==> config.mk <==
export PLATFORM = sky130hd
export DESIGN_NAME = booth_wb_responder
export DESIGN_NICKNAME = d
export VERILOG_FILES = /design/src/rtl/booth_pkg.sv /design/src/rtl/booth_r4_core.sv /design/src/rtl/booth_wb_responder.sv
export SDC_FILE = /design/constraint.sdc
export NUM_CORES = 1
export LEC_CHECK = 0
export ABC_AREA = 1
export CORE_AREA = 2 2 126 140
export CTS_CLUSTER_SIZE = 28
export DETAILED_ROUTE_END_ITERATION = 7
export DIE_AREA = 0 0 128 142
export GPL_ROUTABILITY_DRIVEN = 0
export PLACE_DENSITY_LB_ADDON = 0.12
export SLEW_MARGIN = 20
export SYNTH_ARGS = -nofsm -noshare
export SYNTH_HDL_FRONTEND = slang
export SYNTH_HIERARCHICAL = 1
export SYNTH_SLANG_ARGS = --single-unit
==> constraint.sdc <==
create_clock -name clk -period 7.91 [get_ports clk]
set_clock_uncertainty 0.1 [all_clocks]
set_input_delay 1.582 -clock clk [delete_from_list [all_inputs] [get_ports clk]]
set_output_delay 1.582 -clock clk [all_outputs]
set_load 0.05 [all_outputs]
==> src/rtl/booth_pkg.sv <==
// rtl/booth_pkg.sv - shared register map, control bits, FSM encoding and Booth helper
package booth_pkg;

    // Register offsets, selected by adr[3:2]
    localparam logic [1:0] REG_CTRL = 2'd0;
    localparam logic [1:0] REG_OPND = 2'd1;
    localparam logic [1:0] REG_PROD = 2'd2;

    // CTRL bit positions
    localparam int CTRL_START = 0;
    localparam int CTRL_BUSY  = 1;
    localparam int CTRL_DONE  = 2;
    localparam int CTRL_IE    = 3;

    // Radix-4 Booth on an 8-bit multiplier needs four digit iterations
    localparam int NUM_ITER = 4;

    typedef enum logic [1:0] {
        ST_IDLE = 2'd0,
        ST_CALC = 2'd1,
        ST_DONE = 2'd2
    } booth_state_e;

    // Partial product for one Booth digit {b[2i+1], b[2i], b[2i-1]}, unshifted
    function automatic logic [15:0] booth_pp(input logic [2:0] trip, input logic [7:0] a);
        logic [15:0] a_ext;
        a_ext = {{8{a[7]}}, a};
        case (trip)
            3'b001, 3'b010: booth_pp = a_ext;
            3'b011:         booth_pp = a_ext << 1;
            3'b100:         booth_pp = -(a_ext << 1);
            3'b101, 3'b110: booth_pp = -a_ext;
            default:        booth_pp = 16'h0000;
        endcase
    endfunction

endpackage

==> src/rtl/booth_r4_core.sv <==
// rtl/booth_r4_core.sv - radix-4 Booth multiplier core: operand latch, recoder, accumulator, FSM
module booth_r4_core
    import booth_pkg::*;
(
    input  logic        clk,
    input  logic        reset,
    input  logic        start,
    input  logic [7:0]  a,
    input  logic [7:0]  b,
    output logic        busy,
    output logic        done_pulse,
    output logic [15:0] prod
);

    localparam logic [1:0] LAST_ITER = 2'(NUM_ITER - 1);

    booth_state_e state_q, state_d;
    logic [1:0]   cnt_q, cnt_d;
    logic [7:0]   a_q, a_d;
    logic [7:0]   b_q, b_d;
    logic [15:0]  acc_q, acc_d;
    logic [15:0]  prod_q, prod_d;

    logic [8:0]   b_ext;
    logic [2:0]   trip;
    logic [15:0]  pp_sh;
    logic [15:0]  sum;

    // Appending a zero below the multiplier supplies b[-1] for the first digit
    assign b_ext = {b_q, 1'b0};
    assign trip  = b_ext[{cnt_q, 1'b0} +: 3];
    assign pp_sh = booth_pp(trip, a_q) << {cnt_q, 1'b0};
    assign sum   = acc_q + pp_sh;

    // Next-state logic: one Booth digit per CALC cycle, result published on the last one
    always_comb begin
        state_d    = state_q;
        cnt_d      = cnt_q;
        a_d        = a_q;
        b_d        = b_q;
        acc_d      = acc_q;
        prod_d     = prod_q;
        done_pulse = 1'b0;
        case (state_q)
            ST_IDLE, ST_DONE: begin
                if (start) begin
                    state_d = ST_CALC;
                    a_d     = a;
                    b_d     = b;
                    acc_d   = 16'h0000;
                    cnt_d   = 2'd0;
                end
            end
            ST_CALC: begin
                acc_d = sum;
                cnt_d = cnt_q + 2'd1;
                if (cnt_q == LAST_ITER) begin
                    state_d    = ST_DONE;
                    prod_d     = sum;
                    done_pulse = 1'b1;
                end
            end
            default: state_d = ST_IDLE;
        endcase
    end

    // State and datapath registers; reset aborts any calculation in flight
    always_ff @(posedge clk) begin
        if (reset) begin
            state_q <= ST_IDLE;
            cnt_q   <= 2'd0;
            a_q     <= 8'h00;
            b_q     <= 8'h00;
            acc_q   <= 16'h0000;
            prod_q  <= 16'h0000;
        end else begin
            state_q <= state_d;
            cnt_q   <= cnt_d;
            a_q     <= a_d;
            b_q     <= b_d;
            acc_q   <= acc_d;
            prod_q  <= prod_d;
        end
    end

    assign busy = (state_q == ST_CALC);
    assign prod = prod_q;

endmodule

==> src/rtl/booth_wb_responder.sv <==
// rtl/booth_wb_responder.sv - Wishbone register front end for the radix-4 Booth multiplier
module booth_wb_responder
    import booth_pkg::*;
#(
    parameter logic [31:0] BASE_ADR = 32'h3000_0000
) (
    input  logic        clk,
    input  logic        reset,
    input  logic        wbs_stb_i,
    input  logic        wbs_cyc_i,
    input  logic        wbs_we_i,
    input  logic [3:0]  wbs_sel_i,
    input  logic [31:0] wbs_dat_i,
    input  logic [31:0] wbs_adr_i,
    output logic        wbs_ack_o,
    output logic [31:0] wbs_dat_o,
    output logic [15:0] p,
    output logic [15:0] io_oeb,
    output logic        irq
);

    logic        ack_q, ack_d;
    logic [31:0] dat_q, dat_d;
    logic [7:0]  a_q, a_d;
    logic [7:0]  b_q, b_d;
    logic        ie_q, ie_d;
    logic        done_q, done_d;
    logic        irq_q, irq_d;
    logic [15:0] oeb_q;

    logic        busy;
    logic        done_pulse;
    logic [15:0] prod;

    logic        req;
    logic [1:0]  reg_sel;
    logic        ctrl_wr;
    logic        opnd_wr;
    logic        start;
    logic [31:0] rdata;
    logic        unused_ok;

    // A new request is only taken when not already acking, so acks are single-cycle
    assign req     = wbs_stb_i & wbs_cyc_i & ~ack_q & (wbs_adr_i[31:8] == BASE_ADR[31:8]);
    assign reg_sel = wbs_adr_i[3:2];
    assign ctrl_wr = req & wbs_we_i & (reg_sel == REG_CTRL) & wbs_sel_i[0];
    assign opnd_wr = req & wbs_we_i & (reg_sel == REG_OPND) & ~busy;
    assign start   = ctrl_wr & wbs_dat_i[CTRL_START] & ~busy;

    assign unused_ok = ^{wbs_adr_i[7:4], wbs_adr_i[1:0], wbs_dat_i[31:16], wbs_sel_i[3:2]};

    booth_r4_core u_core (
        .clk        (clk),
        .reset      (reset),
        .start      (start),
        .a          (a_q),
        .b          (b_q),
        .busy       (busy),
        .done_pulse (done_pulse),
        .prod       (prod)
    );

    // Read mux; start always reads back as 0 and unmapped offsets read 0
    always_comb begin
        rdata = 32'h0000_0000;
        case (reg_sel)
            REG_CTRL: begin
                rdata[CTRL_BUSY] = busy;
                rdata[CTRL_DONE] = done_q;
                rdata[CTRL_IE]   = ie_q;
            end
            REG_OPND: rdata = {16'h0000, b_q, a_q};
            REG_PROD: rdata = {16'h0000, prod};
            default:  rdata = 32'h0000_0000;
        endcase
    end

    // Register-file next state; a completing calculation beats a same-cycle done clear
    always_comb begin
        ack_d  = req;
        dat_d  = (req & ~wbs_we_i) ? rdata : 32'h0000_0000;
        a_d    = a_q;
        b_d    = b_q;
        ie_d   = ie_q;
        done_d = done_q;
        if (opnd_wr && wbs_sel_i[0]) begin
            a_d = wbs_dat_i[7:0];
        end
        if (opnd_wr && wbs_sel_i[1]) begin
            b_d = wbs_dat_i[15:8];
        end
        if (ctrl_wr) begin
            ie_d = wbs_dat_i[CTRL_IE];
            if (wbs_dat_i[CTRL_DONE]) begin
                done_d = 1'b0;
            end
        end
        if (start) begin
            done_d = 1'b0;
        end
        if (done_pulse) begin
            done_d = 1'b1;
        end
        irq_d = done_d & ie_d;
    end

    // Bus, register file and pad-enable registers
    always_ff @(posedge clk) begin
        if (reset) begin
            ack_q  <= 1'b0;
            dat_q  <= 32'h0000_0000;
            a_q    <= 8'h00;
            b_q    <= 8'h00;
            ie_q   <= 1'b0;
            done_q <= 1'b0;
            irq_q  <= 1'b0;
            oeb_q  <= 16'hFFFF;
        end else begin
            ack_q  <= ack_d;
            dat_q  <= dat_d;
            a_q    <= a_d;
            b_q    <= b_d;
            ie_q   <= ie_d;
            done_q <= done_d;
            irq_q  <= irq_d;
            oeb_q  <= 16'h0000;
        end
    end

    assign wbs_ack_o = ack_q;
    assign wbs_dat_o = dat_q;
    assign p         = prod;
    assign io_oeb    = oeb_q;
    assign irq       = irq_q;

endmodule

After elaboration in Yosys (flattened, before gate mapping)
Cells that the tools add are included.
{ "totals": {"ff_bits": 120, "inputBits": 73, "output_inout_bits": 66, "word_cells": 82} }
{ "classes": {"n_addsub": 4, "eq_ne": 14, "n_shift": 2, "muxes": 19, "bitwise_logic": 16, "n_reduce_logical": 13} }
{ "op_table": {"columns": ["cell", "count"], "rows": [
  ["one-hot mux 16 bit (4 select lines)", 1],
  ["two-way mux 16 bit", 2],
  ["negation 16 bit", 2],
  ["one-hot mux 16 bit (2 select lines)", 1],
  ["equality test 24 x 22 -> 1 bit (second input constant)", 1],
  ["one-hot mux 12 bit (2 select lines)", 1],
  ["adder 16 bit", 1],
  ["left shift 16 x 3 -> 16 bit", 1],
  ["AND 1 bit", 12],
  ["equality test 3 bit (second input constant)", 3],
  ["one-hot mux 3 bit (3 select lines)", 1],
  ["variable part select 9 x 4 -> 3 bit", 1],
  ["one-hot mux 2 bit (2 select lines)", 2],
  ["AND reduction 2 bit", 4],
  ["OR reduction 2 bit", 4],
  ["two-way mux 1 bit", 7],
  ["equality test 2 bit (second input constant)", 3],
  ["equality test 3 x 2 -> 1 bit (second input constant)", 2],
  ["two-way mux 2 bit", 3],
  ["equality test 2 x 1 -> 1 bit (second input constant)", 2],
  ["logical NOT 2 bit", 2],
  ["NOT 1 bit", 4],
  ["equality test 3 x 1 -> 1 bit (second input constant)", 1],
  ["adder 2 x 1 -> 2 bit (second input constant)", 1],
  ["other kinds (5)", 6]
]} }

Logic depth before layout (Yosys ltp)
Gate-level depths: netlist of the first run.
{ "depth": {"depth_word": 11, "mapped_depth": 29, "mapped_depth_nobuf": 28} }

By module
The synthesis of the first run kept the hierarchy.
{ "by_module_without_submodules": {"columns": ["module", "instances", "cells_each", "area_per_inst_um2", "seq_area_each_um2"], "rows": [
  ["booth_r4_core", 1, 500, 3427.0, 1041.0],
  ["booth_wb_responder", 1, 276, 1980.6, 740.7]
]} }

Least setup slack after synthesis of the first run
Ideal clock, no wire load.
{ "synth_path": {"path_kind": "input port to flip-flop", "startpoint": "input port wbs_adr_i[26]", "endpoint": "register u_core.acc_q[10]", "setup_time_ns": 0.132, "t_arrival_ns": 3.230, "setup_slack_ns": 4.448, "path_stages": 15, "n_path_buf": 1, "path_cell_list": "inv_1 > nand2_1 > nor2_2 > nand3_4 > nor2_8 > nand3_1 > nor3_1 > inv_1 > nor2_1 > inv_1 > nand2_1 > clkinv_1 > clkbuf_1 > nand2_1 > a21oi_1"} }
{ "synth_between": {"elab_chain_cells": 9} }
{ "synth_rtl": {"columns": ["item", "line_no", "text"], "rows": [
  ["start: declaration", "booth_wb_responder.sv:14", "input logic [31:0] wbs_adr_i,"],
  ["equality test 24 x 22 -> 1 bit", "booth_wb_responder.sv:44", "assign req = wbs_stb_i & wbs_cyc_i & ~ack_q & (wbs_adr_i[31:8] == BASE_ADR[31:8]);"],
  ["AND 1 bit", "booth_wb_responder.sv:44", null],
  ["AND 1 bit (3 in a row)", "booth_wb_responder.sv:46", "assign ctrl_wr = req & wbs_we_i & (reg_sel == REG_CTRL) & wbs_sel_i[0];"],
  ["AND 1 bit (2 in a row)", "booth_wb_responder.sv:48", "assign start = ctrl_wr & wbs_dat_i[CTRL_START] & ~busy;"],
  ["named net start", "booth_wb_responder.sv:39", "logic start;"],
  ["!= test 2 bit (no line)", null, null],
  ["AND reduction 2 bit (no line)", null, null],
  ["end signal: assignment", "booth_r4_core.sv:74", "acc_q <= 16'h0000;"],
  ["end signal: assignment", "booth_r4_core.sv:81", "acc_q <= acc_d;"],
  ["end: declaration", "booth_r4_core.sv:21", "logic [15:0] acc_q, acc_d;"]
]} }
The timed path passes the listed nets, and every way through them passes these cells.
A chain may end at the register's enable or synchronous reset.

Final worst setup path of the first run
{ "layout_path": {"startpoint": "input port wbs_stb_i", "endpoint": "register u_core.state_q[0]"} }
{ "layout_between": {"elab_chain_cells": 10} }
{ "layout_rtl": {"columns": ["item", "line_no", "text"], "rows": [
  ["start: declaration", "booth_wb_responder.sv:9", "input logic wbs_stb_i,"],
  ["AND 1 bit (3 in a row)", "booth_wb_responder.sv:44", null],
  ["AND 1 bit (3 in a row)", "booth_wb_responder.sv:46", null],
  ["AND 1 bit (2 in a row)", "booth_wb_responder.sv:48", null],
  ["named net start", "booth_wb_responder.sv:39", null],
  ["!= test 2 bit (no line)", null, null],
  ["AND reduction 2 bit (no line)", null, null],
  ["end signal: assignment", "booth_r4_core.sv:77", "state_q <= state_d;"],
  ["end: declaration", "booth_r4_core.sv:17", "booth_state_e state_q, state_d;"]
]} }
The timed path passes the listed nets, and every way through them passes these cells.

==> results of run 1 <==
==> stage by stage <==
stage               power (mW)  std cells  hold slack, ps
global route              1.01       1059             395
floorplan                0.517        791             329
finish                   0.968       1059             374
global placement         0.544       1043             348
detailed placement       0.544       1043             364
CTS                      0.981       1059             374
==> report_power, final <==
part / total, mW / internal [mW] / switching [mW]
Sequential: 0.449 / 0.448 / 0.000912
Clock: 0.435 / 0.226 / 0.209
Combinational: 0.0841 / 0.0314 / 0.0527
Total: 0.968 / 0.705 / 0.263
==> registers in the layout, indices dropped and copies added (netlist names) <==
signal,cells
u_core/acc_q,16
u_core/prod,16
wbs_dat_o,16
a_q,8
b_q,8
u_core/a_q,8
u_core/b_q,8
u_core/cnt_q,2
u_core/state_q,2
done_q,1
ie_q,1
io_oeb,1
irq,1
wbs_ack_o,1
==> Yosys cell counts, drive strengths merged <==
master | number | area share [%]
o21a | 2 | 0.28
o221ai | 1 | 0.16
a21oi | 68 | 6.7
o21bai | 11 | 1.5
nand3 | 38 | 4.2
dfxtp | 89 | 33
xor2 | 9 | 1.5
fa | 1 | 0.37
a21o | 4 | 0.56
clkinv | 3 | 0.21
o22ai | 5 | 0.58
nor3 | 3 | 0.49
nand2 | 202 | 15
ha | 23 | 5.3
o211ai | 6 | 0.83
xnor2 | 6 | 0.97
or2 | 5 | 0.58
inv | 91 | 6.5
o21ai | 47 | 4.4
a211oi | 1 | 0.14
a31oi | 3 | 0.35
mux2i | 1 | 0.19
nor2 | 89 | 6.9
clkbuf | 16 | 1.3
nand4 | 10 | 2.0
buf | 41 | 6.0
conb | 1 | 0.069
==> kinds of logic after synthesis <==
group	count (synthesis)	share of synthesized area [%]
simple gates	347	29.2
xor+xnor	15	2.43
mux	1	0.185
other cells	1	0.0693
compound gates	148	15.5
buf+inv	151	13.9
flops	89	32.9
fa+ha+maj	24	5.69
==> critical path: stages <==
cell	delay, ps
clkdlybuf4s50_1	450
nand2_1	50
inv_1	40
nand2_1	40
nor2_1	110
nand2_2	120
nor2_8	160
nand3_1	120
nor3_1	170
inv_1	100
nor2_1	220
inv_1	430
nand2_1	230
clkinv_1	480
a211oi_1	350
==> metal layers <==
layer	GRT usage, %	part of all wire, %
met4	6.19	2.0
met5	0	0
met2	28.3	47
met1	21.8	46
met3	2.74	5.2
==> cell type report <==
cell class | count | share of cell area [%]
tap | 208 | 3.92
clock buffer | 9 | 3.39
clock inverter | 7 | 1.22
multi-input combinational | 551 | 44.1
sequential | 89 | 26.8
inverter | 94 | 5.43
timing repair buffer | 101 | 15.1
==> worst max path at each step <==
stage	startpoint	end	slack [ps]	cells after the start
CTS	wbs_adr_i[18]	u_core/state_q[0]	3420	14
floorplan	wbs_adr_i[26]	u_core/acc_q[10]	4450	15
global route	wbs_adr_i[18]	u_core/state_q[0]	2960	14
global placement	wbs_stb_i	u_core/state_q[0]	3110	15
detailed placement	wbs_adr_i[18]	u_core/acc_q[15]	3060	15
finish	wbs_stb_i	u_core/state_q[0]	3430	15
==> results.json, run 1 <==
{
  "mostFrequentLayoutCells": "nand2_1 (191), clkdlybuf4s50_1 (98), dfxtp_1 (89)",
  "setup_slack_ps": 3430,
  "yosysWarnings": 6,
  "cts_tree": "yes",
  "syn_area_sq_um": 5410,
  "final_common_cell": "nand2_1",
  "grt_overflow": 0,
  "initial_utilization_pct": 32.3,
  "drive_gt1_share_pct": 7.64,
  "clock_latency_ps": 350,
  "port_buffers": 98,
  "ctsResizeCount": 0,
  "cp.required_ps": 8070,
  "max_cap_viol_count": 0,
  "antenna_found_initial": 0,
  "seq_area_sq_um": 1780,
  "synth.distinct_cells": 46,
  "post-place-ws_ps": 3060,
  "finalWirelength_microns": 14700,
  "antenna_left": 0,
  "vdd_drop_max_uv": 77.7,
  "cts_buffers": 9,
  "die_h_microns": 142,
  "die_width_microns": 128,
  "powerDensity_nw_per_um2": 146,
  "rrSetupSlack_ps": 3600,
  "post-cts-setup-buffer-count": 0,
  "area_growth_pct": 22.8,
  "grt_pass1_wl_microns": 24000,
  "filler_cell_count": 1757,
  "p_leak_nw": 2.98,
  "ff2ff_path_depth": 23,
  "rows": 50,
  "root_buffer": "clkbuf_16",
  "nets": 943,
  "fin_area_sq_um": 6640,
  "worstMarginPinSlew_ps": 847,
  "drtIter0Drc": 299,
  "drcViolationCount": 0,
  "syn-instance-count": 776,
  "utilization_pct": 39.6,
  "io_pins": 139,
  "ctsHoldBuffers": 0,
  "multiInputGateArea_sq_um": 2930,
  "viasPerCell": 4.61,
  "routed-via-count": 4880,
  "hp-class": "register to register",
  "timing.fmax_ghz": 0.223,
  "ys_seq_area_share_pct": 32.9,
  "h-tree-depth": 3,
  "setup_viol": 0,
  "hold_violations": 0,
  "drv_slew": 0,
  "avgSynthCellArea_sq_um": 6.97,
  "slew-limit-headroom_pct": 43.5,
  "clockBufferDepth": 2,
  "crit_arrival_ps": 4640,
  "hpwl_microns": 11400,
  "grt_pass1_vias": 4761,
  "yosys_register_bits": 89,
  "endpoint_kind": "register",
  "hp-start": "u_core/acc_q[0]",
  "die_area_sq_um": 18200,
  "first_pass_iters": 5,
  "post_drt_wl_per_cell_microns": 13.9,
  "core_sq_um": 16800,
  "grt_max_degree": 31,
  "crit_type": "primary input to register",
  "fin_setup_tns_ps": 0,
  "cp_max_fo": 30,
  "r2r-end": "u_core/acc_q[14]",
  "clkTransAtPathRegs_ps": 70,
  "reg2reg_from": "u_core/cnt_q[1]",
  "start_kind": "primary input",
  "worst_hold_path.num_cells": 2,
  "period_needed_ps": 4480,
  "track_usage_pct": 16.9,
  "post-route-period-util_pct": 56.7,
  "dpl-instance-area_sq_um": 6330,
  "holdPathEnd": "u_core/acc_q[0]",
  "rsz0062_at_grt": "no",
  "antenna_cells": 0,
  "status": "complete, no violations",
  "clock_sinks": 89
}
Note: power is estimated with default switching activity, not from simulation.
==> inputs of run 2 (changes only) <==
Clock period 7.91 ns to 4.4 ns, I/O delays scaled along.
==> run 2 against run 1 <==
  * Sequential share of layout area about the same
  * Sequential cell count unchanged
  * Routed wire length increased by 0.49%
  * First-iteration DRC count decreased by 18%
  * Global-route usage about the same
  * Largest power group unchanged
  * Register-to-register slack got worse by 3100 ps
==> results.json, run 2 (synthesis gave the netlist of run 1 again) <==
{
  "status": "complete, no violations",
  "hpwl_microns": 11500,
  "die_h_microns": 142,
  "viasPerCell": 4.61,
  "port_buffers": 98,
  "ctsResizeCount": 0,
  "r2r-end": "u_core/prod[15]",
  "rrSetupSlack_ps": 450,
  "max_cap_viol_count": 0,
  "period_needed_ps": 3950,
  "setup_slack_ps": 454,
  "stdcell_count": 1061,
  "ff2ff_path_depth": 25,
  "routed-via-count": 4893,
  "die_area_sq_um": 18200,
  "drv_slew": 0,
  "rows": 50,
  "area_growth_pct": 22.9,
  "crit_type": "register to register",
  "first_pass_iters": 5,
  "hp-start": "u_core/b_q[7]",
  "dp_cells": 1045,
  "ctsHoldBuffers": 0,
  "clock_latency_ps": 360,
  "rsz0062_at_grt": "no",
  "post-route-period-util_pct": 89.7,
  "antenna_left": 0,
  "antenna_found_initial": 0,
  "mostFrequentLayoutCells": "nand2_1 (191), clkdlybuf4s50_1 (98), dfxtp_1 (89)",
  "clockBufferDepth": 2,
  "crit_arrival_ps": 4150,
  "drtIter0Drc": 246,
  "p_leak_nw": 2.98,
  "worstMarginPinSlew_ps": 1030,
  "endpoint_kind": "register",
  "final_common_cell": "nand2_1",
  "clkTransAtPathRegs_ps": 70,
  "slew-limit-headroom_pct": 31.1,
  "drive_gt1_share_pct": 7.85,
  "grt_pass1_vias": 4765,
  "worst_hold_path.num_cells": 2,
  "powerDensity_nw_per_um2": 259,
  "track_usage_pct": 16.9,
  "vdd_drop_max_uv": 130,
  "grt_overflow": 0,
  "cp.required_ps": 4600,
  "core_sq_um": 16800,
  "timing.fmax_ghz": 0.253,
  "grt_pass1_wl_microns": 24100,
  "reg2reg_from": "u_core/cnt_q[0]",
  "setup_viol": 0,
  "cts_buffers": 9,
  "clock_sinks": 89,
  "cts_tree": "yes",
  "post_drt_wl_per_cell_microns": 13.9,
  "cp_max_fo": 10,
  "drcViolationCount": 0,
  "fin_setup_tns_ps": 0,
  "nets": 945,
  "antenna_cells": 0,
  "start_kind": "register",
  "finalWirelength_microns": 14700,
  "root_buffer": "clkbuf_16",
  "grt_max_degree": 31,
  "die_width_microns": 128,
  "initial_utilization_pct": 32.3,
  "holdPathEnd": "u_core/b_q[7]",
  "h-tree-depth": 3,
  "io_pins": 139,
  "hp-class": "register to register",
  "hold_violations": 0,
  "post-place-ws_ps": 477,
  "post-cts-setup-buffer-count": 0
}
==> run 2: layer usage <==
layer  track usage [%]  up-vias  routed length (microns)
li1                  -     2581                        -
met1              21.6     2182                     6870
met2              28.2      113                     6980
met3              3.23       17                      630
met4              6.19        0                      266
met5                 0        -                        0
==> run 2: critical path, cell delays in order, from the launching register on <==
cell     delay [ps]
dfxtp_1         520
buf_4           240
nand2_1          80
nand2_1          80
nand2_1          50
nand2_1         120
nand2_2         110
nor2_2          200
inv_1           110
o22ai_1         160
nor2_1           80
nand2_1          60
o21ai_0         110
o21ai_1         250
ha_1            340
a21oi_1         160
o21ai_0         130
nand2_1          80
nand4_1         180
a31oi_1         310
inv_1            80
nand3_1         120
nand2_1          90
nand2_1          70
nand2_1          50
inv_1            40
==> run 2: cell type report <==
cell class	count	area, sq um
Clock buffer	9	225
Clock inverter	7	70.1
Fill cell	1781	10100
Inverter	94	360
Multi-Input combinational cell	551	2930
Sequential cell	89	1780
Tap cell	208	260
Timing Repair Buffer	103	1020
==> run 2: how the worst max path moves through the flow <==
stage / start / to / slack [ps] / cells after the start
after floorplan: u_core/cnt_q[0] / u_core/acc_q[15] / 1350 / 24
after global placement: u_core/cnt_q[0] / u_core/acc_q[14] / 560 / 26
after detailed placement: u_core/cnt_q[0] / u_core/prod[15] / 480 / 25
after CTS: u_core/cnt_q[0] / u_core/prod[15] / 460 / 25
after global routing: u_core/cnt_q[1] / u_core/acc_q[14] / 50 / 23
final: u_core/cnt_q[0] / u_core/prod[15] / 450 / 25
==> run 2: power breakdown <==
group / switching (mW) / internal, mW
logic: 0.0944 / 0.0565
clock network: 0.367 / 0.399
registers: 0.00166 / 0.805
total: 0.463 / 1.26
==> run 2: through the flow <==
| stage | util (%) | area [sq um] | hold WS [ps] | power (mW) |
|---|---|---|---|---|
| 2_1_floorplan | - | 5460 | 329 | 0.930 |
| 3_3_place_gp | 37.9 | 6350 | 350 | 0.977 |
| 3_5_place_dp | 37.9 | 6350 | 361 | 0.978 |
| 4_1_cts | 39.6 | 6650 | 371 | 1.75 |
| 5_1_grt | 39.6 | 6650 | 385 | 1.78 |
| 6_report | 39.6 | 6650 | 374 | 1.72 |
